### src/rtl/pipe_if_defs.sv
// Shared defaults for the prefetching fetch stage.
// A queue entry is laid out as {pc, inst}.
package pipe_if_defs;
  localparam int          XLEN_D     = 32;
  localparam int          INC_D      = 4;
  localparam logic [31:0] RESET_PC_D = 32'h0000_0000;
  localparam int          ENTRY_W    = 2 * XLEN_D;
endpackage

### src/rtl/pipe_if_queue.sv
// Synchronous DEPTH-entry FIFO holding fetched {pc, inst} pairs.
// Flush has priority over push and pop.
module pipe_if_queue
  import pipe_if_defs::*;
#(
  parameter int W     = ENTRY_W,
  parameter int DEPTH = 4
) (
  input  logic                       clk,
  input  logic                       i_clr,
  input  logic                       i_flush,
  input  logic                       i_push,
  input  logic [W-1:0]               i_push_data,
  input  logic                       i_pop,
  output logic [$clog2(DEPTH):0]     o_count,
  output logic [W-1:0]               o_head,
  output logic                       o_valid
);
  localparam int PW = $clog2(DEPTH);
  localparam int CW = PW + 1;

  logic [W-1:0]  r_mem [DEPTH];
  logic [PW-1:0] r_rd, r_wr;
  logic [CW-1:0] r_count;

  always_ff @(posedge clk) begin
    if (i_clr || i_flush) begin
      r_rd    <= '0;
      r_wr    <= '0;
      r_count <= '0;
    end else begin
      if (i_push) begin
        r_mem[r_wr] <= i_push_data;
        r_wr        <= r_wr + 1'b1;
      end
      if (i_pop) r_rd <= r_rd + 1'b1;
      r_count <= r_count + CW'(i_push) - CW'(i_pop);
    end
  end

  assign o_count = r_count;
  assign o_head  = r_mem[r_rd];
  assign o_valid = (r_count != '0);
endmodule

### src/rtl/pipe_if_prefetch.sv
// Instruction fetch stage: PC register, 1-cycle-latency memory issue,
// prefetch queue with valid/ready hand-off to ID, redirect flush.
module pipe_if_prefetch
  import pipe_if_defs::*;
#(
  parameter int              XLEN     = XLEN_D,
  parameter int              DEPTH    = 4,
  parameter logic [XLEN-1:0] RESET_PC = RESET_PC_D,
  parameter int              INC      = INC_D
) (
  input  logic                     clk,
  input  logic                     clr,
  input  logic                     redirect,
  input  logic [XLEN-1:0]          redirect_pc,
  output logic                     imem_req,
  output logic [XLEN-1:0]          imem_addr,
  input  logic [XLEN-1:0]          imem_rdata,
  input  logic                     id_ready,
  output logic                     if_valid,
  output logic [XLEN-1:0]          inst,
  output logic [XLEN-1:0]          pc,
  output logic [XLEN-1:0]          p4,
  output logic [$clog2(DEPTH):0]   q_count
);
  localparam int CW = $clog2(DEPTH) + 1;

  logic [XLEN-1:0]   r_fetch_pc;
  logic              r_inflight;
  logic [XLEN-1:0]   r_inflight_pc;
  logic              w_pop;
  logic              w_push;
  logic [CW:0]       w_need;
  logic [2*XLEN-1:0] w_head;

  // Slots already taken plus the reservation held by an outstanding read.
  assign w_pop    = if_valid && id_ready;
  assign w_need   = {1'b0, q_count} - (CW+1)'(w_pop) + (CW+1)'(r_inflight);
  assign imem_req = !clr && !redirect && (w_need < (CW+1)'(DEPTH));
  assign imem_addr = r_fetch_pc;

  // A redirect flushes the queue, which also drops the returning response.
  assign w_push = r_inflight && !redirect;

  always_ff @(posedge clk) begin
    if (clr) begin
      r_fetch_pc    <= RESET_PC;
      r_inflight    <= 1'b0;
      r_inflight_pc <= RESET_PC;
    end else if (redirect) begin
      r_fetch_pc <= redirect_pc;
      r_inflight <= 1'b0;
    end else if (imem_req) begin
      r_fetch_pc    <= r_fetch_pc + XLEN'(INC);
      r_inflight    <= 1'b1;
      r_inflight_pc <= r_fetch_pc;
    end else begin
      r_inflight <= 1'b0;
    end
  end

  pipe_if_queue #(.W(2*XLEN), .DEPTH(DEPTH)) u_queue (
    .clk         (clk),
    .i_clr       (clr),
    .i_flush     (redirect),
    .i_push      (w_push),
    .i_push_data ({r_inflight_pc, imem_rdata}),
    .i_pop       (w_pop),
    .o_count     (q_count),
    .o_head      (w_head),
    .o_valid     (if_valid)
  );

  assign inst = w_head[XLEN-1:0];
  assign pc   = w_head[2*XLEN-1:XLEN];
  assign p4   = pc + XLEN'(INC);
endmodule

### config.mk
export PLATFORM = sky130hd
export DESIGN_NAME = pipe_if_prefetch
export DESIGN_NICKNAME = d
export VERILOG_FILES = /design/src/rtl/pipe_if_defs.sv /design/src/rtl/pipe_if_queue.sv /design/src/rtl/pipe_if_prefetch.sv
export SDC_FILE = /design/constraint.sdc
export NUM_CORES = 1
export LEC_CHECK = 0
export CORE_UTILIZATION = 34
export DETAILED_ROUTE_END_ITERATION = 12
export DONT_BUFFER_PORTS = 1
export GPL_TIMING_DRIVEN = 0
export MAX_ROUTING_LAYER = met4
export PLACE_DENSITY = 0.59
export SYNTH_ARGS = -nofsm -noshare
export SYNTH_HDL_FRONTEND = slang
export SYNTH_SLANG_ARGS = --single-unit
### constraint.sdc
create_clock -name clk -period 3.67 [get_ports clk]
set_input_delay 0.5505 -clock clk [delete_from_list [all_inputs] [get_ports clk]]
set_output_delay 0.5505 -clock clk [all_outputs]
set_load 0.05 [all_outputs]
==> impl_metrics.csv, run 1 <==
group,metric,value,unit
logic_synthesis,synthSimpleGateAreaFrac,0.0846,
setup_path,worst_setup_path_end_kind,"primary output",
finish,utilization,0.424,
timing,finalWorstPathRequiredPeriod,3.86,ns
logic_synthesis,synth_mux_area_frac,0.136,
setup_path,worst-path-stages,8,
timing,worst_pin_slew,1.11,ns
timing,grt_setup_unrepaired,"true",
setup_path,rrSetupSlack,0.24,ns
logic_synthesis,synth-adder-area-share,0.0117,
clock_tree,cts.sinks,330,
logic_synthesis,syn_area,13500,um^2
logic_synthesis,synthesis.nets,893,
clock_tree,clk_path_buf_depth,3,
floorplan,start_util,0.347,
clock_tree,path_clk_slew,0.06,ns
place,io_buffer_count,0,
logic_synthesis,yosysSeqAreaShare,0.678,
route,drtPass1Iterations,4,
status,violations,"negative setup slack",
clock_tree,cts_tree,"built",
timing,fmax,259,MHz
global_routing,antenna_found_initial,0,
setup_path,regToRegEndpoint,"r_inflight_pc[5]",
setup_path,critPathTopFamily,"simple AND/OR/NAND/NOR gates",
logic_synthesis,synth_compound_area_frac,0.0406,
floorplan,core_area,38900,um^2
logic_synthesis,ys_ff_latch,330,
timing,fin_crit_sh,1.05,
setup_path,cp_slowest_stage_delay,0.64,ns
logic_synthesis,synthFlopType,"edfxtp_1",
setup_path,crit_chain,"buf_12 -> buf_12 -> buf_6 -> mux4_2 -> and3_4 -> nand4_4 -> nor4_4 -> xor2_4",
status,status,"complete, but fails checks",
global_routing,grt_pass1_wl,48700,um
route,wire_per_inst,22.4,um
floorplan,die_y,201,um
setup_path,timing.critical_path.buf_inv,3,
setup_path,r2r-start,"u_queue.o_count[1]",
logic_synthesis,synth_area_leaders,"edfxtp_1 (57%), dfxtp_1 (11%), mux4_2 (8.8%), mux2i_1 (2.7%), mux4_1 (2.1%)",
route,vias,7552,
timing,setup_slack,-0.194,ns
setup_path,crit_path_max_fanout,7,
floorplan,dieWidth,201,um
min_path,worstHoldPathType,"in -> reg",
logic_synthesis,synth_edf_count,256,
place,dp_slack,-0.576,ns
timing,report.final.hold_viol_count,0,
timing,setup_viol,14,
setup_path,crit_arrival,3.31,ns
finish,antennaDiodeCount,0,
setup_path,path_class,"reg -> out",
clock_tree,htree_levels,2,
floorplan,die_area,40600,um^2
power_and_ir_drop,power_density,488,nW/um^2
logic_synthesis,yosysUniqueCellTypes,60,
route,wl,32300,um
logic_synthesis,yosys.area.top_type,"edfxtp_1",
setup_path,crit_slowest_cell,"mux4_2",
finish,final_nets,974,
logic_synthesis,syn_avg_cell_area,16.6,um^2
route,ant_nets,0,
setup_path,reg2reg_depth,14,
setup_path,crit_path_end,"p4[28]",
clock_tree,clock_latency,0.52,ns
logic_synthesis,yosys_warnings,0,
place,dp_cells,1335,
setup_path,worstSetupStartpointType,"register",
floorplan,io_pins,201,
global_routing,track_usage,0.163,
timing,maxSlewViolCount,0,
place,place_congestion,0.824,
finish,n_fill_cell,3481,
job,maxCapViolCount,0,
logic_synthesis,synth-async-reset-ratio,0,
power_and_ir_drop,leakage,5.43,nW
setup_path,crit_required,3.12,ns
route,via_per_inst,5.25,
global_routing,first_global_vias,7589,
finish,area_growth,22.2,%
timing,final.setup.tns,-1.79,ns
clock_tree,cts_buffers,36,
logic_synthesis,synth_top_area_share,0.569,
route,drc_errors,0,
floorplan,rows,72,
logic_synthesis,syn_inst,813,
global_routing,grt.overflow.total,0,
finish,layout_commonest_cell,"edfxtp_1",
finish,final_layout_size_suffix_gt1_frac,0.274,
finish,most-common-layout-cells,"edfxtp_1 (256), dfxtp_1 (70), nor2_1 (67), mux4_2 (64)",
route,drt-initial-drc-count,380,
finish,instances_no_fill,1439,
clock_tree,cts_root_buf,"clkbuf_16",
setup_path,cpMostUsedCell,"buf_12",
logic_synthesis,synthXorXnorAreaFrac,0.0240,
timing,clock_skew,0.0271,ns
power_and_ir_drop,peakVddDrop,242,uV
place,dp.final_hpwl,21700,um
timing,relSlewSlack,0.257,
logic_synthesis,synth_top_family_by_area,"multiplexers",
global_routing,grt_max_degree,49,
==> metal layers <==
layer / vias up / GRT usage / share of wire
li1: 3416 / - / -
met1: 3818 / 0.200 / 0.41
met2: 265 / 0.259 / 0.48
met3: 53 / 0.0559 / 0.090
met4: 0 / 0.0403 / 0.018
met5: - / - / 0
==> area by class of cell <==
class,count,area [um^2],area share
clock buffer,50,993,0.0601
multi-input combinational,419,4670,0.283
tap,518,648,0.0392
inverter,22,85.1,0.00515
buffer,41,287,0.0173
clock inverter,15,123,0.00742
sequential,330,9180,0.556
timing repair buffer,44,532,0.0322
==> cells in the mapped netlist, drive strengths merged (9+ instances only) <==
| cell | count |
|---|---|
| a211oi | 9 |
| a311oi | 12 |
| and3 | 12 |
| and4 | 11 |
| buf | 25 |
| clkbuf | 17 |
| dfxtp | 74 |
| edfxtp | 256 |
| ha | 11 |
| inv | 21 |
| mux2i | 36 |
| mux4 | 64 |
| nand2 | 24 |
| nand3 | 18 |
| nand4 | 15 |
| nor2 | 68 |
| nor3 | 12 |
| o31ai | 9 |
| xnor2 | 19 |
| xor2 | 18 |
==> worst min path at each step <==
stage,startpoint,end,depth (start not counted)
after detailed placement,r_inflight_pc[19],u_queue.r_mem[0][51],0
after global routing,imem_rdata[10],u_queue.r_mem[1][10],0
after CTS,imem_rdata[10],u_queue.r_mem[1][10],0
final,imem_rdata[10],u_queue.r_mem[1][10],0
after global placement,r_inflight_pc[16],u_queue.r_mem[1][48],0
after floorplan,r_inflight_pc[0],u_queue.r_mem[0][32],0
==> worst reg2reg max path, stage by stage, from the launching register on <==
cell and delay (ns):
dfxtp_4 0.42, or3_4 0.51, and2_4 0.22, ha_1 0.17
inv_1 0.06, ha_1 0.23, nand3b_1 0.14, nand4b_1 0.21
a31oi_4 0.31, buf_4 0.16, buf_4 0.12, buf_4 0.17
buf_2 0.32, mux2i_1 0.23, nor2_1 0.05
==> metrics by stage <==
| step | instance area, um^2 | power, mW | hold slack, ns |
|---|---|---|---|
| after detailed placement | 14300 | 4.70 | 0.503 |
| final | 16500 | 8.06 | 0.126 |
| after CTS | 16300 | 8.15 | 0.0959 |
| after floorplan | 13500 | 4.60 | 0.459 |
| after global placement | 14200 | 4.69 | 0.486 |
| after global routing | 16500 | 8.33 | 0.0999 |
==> flip-flops by register name, indices dropped and copies added (netlist names), named ones only <==
signal           cells
imem_addr           32
r_inflight           1
r_inflight_pc       32
u_queue.o_count      3
u_queue.r_mem      256
u_queue.r_rd         2
u_queue.r_wr         2
==> timing repair <==
item                                    CTS  global route
cloned                                    3             0
setup buffers                            22            16
hold buffers                              0             0
gates resized for setup                 118            17
endpoints found under the setup margin   83            32
pin swaps                                26            20
==> logic make-up after synthesis <==
family                     count (synthesis)
AOI/OAI and AO/OA                         67
buffers and inverters                     64
adders and majority gates                 12
muxes                                    100
xor gates and xnor gates                  37
DFF                                      330
and+or+nand+nor                          203
==> power by group <==
part | leakage, nW | switching, mW | internal, mW | total [mW]
Clock | 0.541 | 1.42 | 1.98 | 3.39
Combinational | 1.95 | 0.275 | 0.149 | 0.424
Sequential | 2.94 | 0.169 | 4.07 | 4.24
Total | 5.43 | 1.86 | 6.20 | 8.06
Power figures use the tool's default switching activity.
==> run 2, diff against run 1 <==
CORE_MARGIN = 4   (was default)
CORE_UTILIZATION = 50   (was 34)
PLACE_DENSITY = 0.76   (was 0.59)
==> run 2 against run 1 <==
Against the previous run: the flow still finishes with violations (negative setup slack); routed wire length shrank 9.2%; total power shrank 2.4%; utilization grew 19 points; first-iteration DRC count grew 16%; hold slack gained 0.0095 ns; worst setup slack gained 0.059 ns; maximum frequency grew 1.6%; sequential share of layout area grew 0.96 points; largest power group unchanged.
==> impl_metrics.csv, run 2 (synthesized netlist as in run 1, its figures left out) <==
group,metric,value,unit
global_routing,grt_pass1_wl,44400,um
setup_path,critPathTopFamily,"simple AND/OR/NAND/NOR gates",
route,wl,29300,um
setup_path,crit_required,3.12,ns
global_routing,first_global_vias,7593,
timing,fin_crit_sh,1.04,
power_and_ir_drop,power_density,484,nW/um^2
floorplan,rows,59,
route,vias,7510,
finish,max_flop_register,"u_queue.r_mem",
route,wire_per_inst,23.5,um
finish,layout_commonest_cell,"edfxtp_1",
clock_tree,cts.sinks,330,
clock_tree,htree_levels,2,
setup_path,crit_path_max_fanout,6,
floorplan,io_pins,201,
setup_path,crit_arrival,3.25,ns
timing,setup_viol,17,
status,violations,"negative setup slack",
floorplan,start_util,0.513,
job,maxCapViolCount,0,
finish,final_layout_size_suffix_gt1_frac,0.276,
status,status,"complete, but fails checks",
global_routing,grt.overflow.total,0,
floorplan,die_area,29700,um^2
setup_path,cp_slowest_stage_delay,0.59,ns
power_and_ir_drop,peakVddDrop,361,uV
timing,final.setup.tns,-1.29,ns
timing,clock_skew,0.0193,ns
setup_path,crit_chain,"buf_12 -> buf_12 -> buf_4 -> mux4_2 -> and4_4 -> nand4_4 -> buf_6 -> nor4_4 -> xor2_4",
global_routing,antenna_found_initial,0,
clock_tree,clock_latency,0.51,ns
setup_path,worstSetupStartpointType,"register",
timing,maxSlewViolCount,0,
timing,report.final.hold_viol_count,0,
clock_tree,clk_path_buf_depth,3,
timing,worst_pin_slew,1.11,ns
finish,antennaDiodeCount,0,
setup_path,reg2reg_depth,12,
route,drt-initial-drc-count,440,
finish,final_nets,971,
min_path,hold_depth,0,
setup_path,worst_setup_path_end_kind,"primary output",
place,place_congestion,0.937,
clock_tree,cts_root_buf,"clkbuf_16",
global_routing,grt_max_degree,46,
timing,fmax,263,MHz
power_and_ir_drop,leakage,5.41,nW
floorplan,dieWidth,172,um
finish,area_growth,20.1,%
min_path,worstHoldPathType,"in -> reg",
finish,instances_no_fill,1249,
power_and_ir_drop,power,7.87,mW
route,via_per_inst,6.01,
setup_path,timing.critical_path.buf_inv,4,
place,dp_cells,1152,
timing,finalWorstPathRequiredPeriod,3.80,ns
route,drc_errors,0,
timing,grt_setup_unrepaired,"true",
finish,n_fill_cell,1870,
floorplan,core_area,26400,um^2
setup_path,worst-path-stages,9,
timing,setup_slack,-0.135,ns
finish,largest_reg_flops,256,
setup_path,path_class,"reg -> out",
clock_tree,cts_buffers,34,
clock_tree,cts_tree,"built",
floorplan,die_y,172,um
place,dp.final_hpwl,19200,um
setup_path,cpMostUsedCell,"buf_12",
clock_tree,path_clk_slew,0.06,ns
global_routing,track_usage,0.200,
timing,relSlewSlack,0.254,
finish,multi_input_area,4710,um^2
setup_path,crit_slowest_cell,"mux4_2",
route,ant_nets,0,
route,drtPass1Iterations,5,
place,io_buffer_count,0,
finish,most-common-layout-cells,"edfxtp_1 (256), dfxtp_1 (70), nor2_1 (67), mux4_2 (64), mux2i_1 (36)",
finish,seqCellArea,9180,um^2
## run 2: cell count changes in the layout (fill, tap and decap cells not counted), moves of 2 or more
cell      change
clkbuf_1      -5
buf_4         -2
buf_8         +2
clkinv_2      +2
nor3_1        -2
## run 2: layout make-up
| cell class | count | area share |
|---|---|---|
| plain buffers | 41 | 0.0180 |
| clock buffers | 43 | 0.0569 |
| clock inverters | 16 | 0.00771 |
| inverters | 22 | 0.00524 |
| multi-input cells | 419 | 0.290 |
| flip-flops and latches | 330 | 0.565 |
| well taps | 335 | 0.0258 |
| repair buffers | 43 | 0.0305 |
## run 2: per-stage QoR
step / worst slack, ns / utilization / area [um^2] / hold WS, ns
6_report: -0.135 / 0.616 / 16200 / 0.136
5_1_grt: -0.253 / 0.616 / 16200 / 0.116
3_5_place_dp: -0.402 / 0.533 / 14100 / 0.495
2_1_floorplan: 0.0852 / - / 13500 / 0.459
4_1_cts: -0.200 / 0.607 / 16000 / 0.117
3_3_place_gp: -0.984 / 0.529 / 13900 / 0.483
## run 2: where the power goes
| group | switching (mW) | total (mW) | internal (mW) |
|---|---|---|---|
| Clock | 1.34 | 3.20 | 1.86 |
| Combinational | 0.274 | 0.421 | 0.147 |
| Sequential | 0.167 | 4.24 | 4.07 |
| Total | 1.78 | 7.87 | 6.08 |
## run 2: final timing paths
kind	slack, ns	from	to
worst min-delay path	0.14	imem_rdata[16]	u_queue.r_mem[2][16]
worst max-delay path	-0.13	register	p4[29]
worst max register to register	0.27	u_queue.o_count[0]	imem_addr[22]
worst min register to register	0.51	r_inflight_pc[5]	u_queue.r_mem[3][37]
## run 2: routing by layer
metal	up-vias	routed length [um]	global-route usage
li1	3387	-	-
met1	3760	11700	0.255
met2	315	14200	0.318
met3	48	2670	0.0588
met4	0	650	0.0537
met5	-	0	-
## run 2: what timing repair did
action                                  in CTS  in global routing
endpoints found under the setup margin      75                 31
hold buffers                                 0                  0
gates resized for setup                    117                 30
pin swaps                                   20                 25
hold endpoints to repair                     0                  0
buffers inserted                            20                 17
gates cloned                                 3                  1
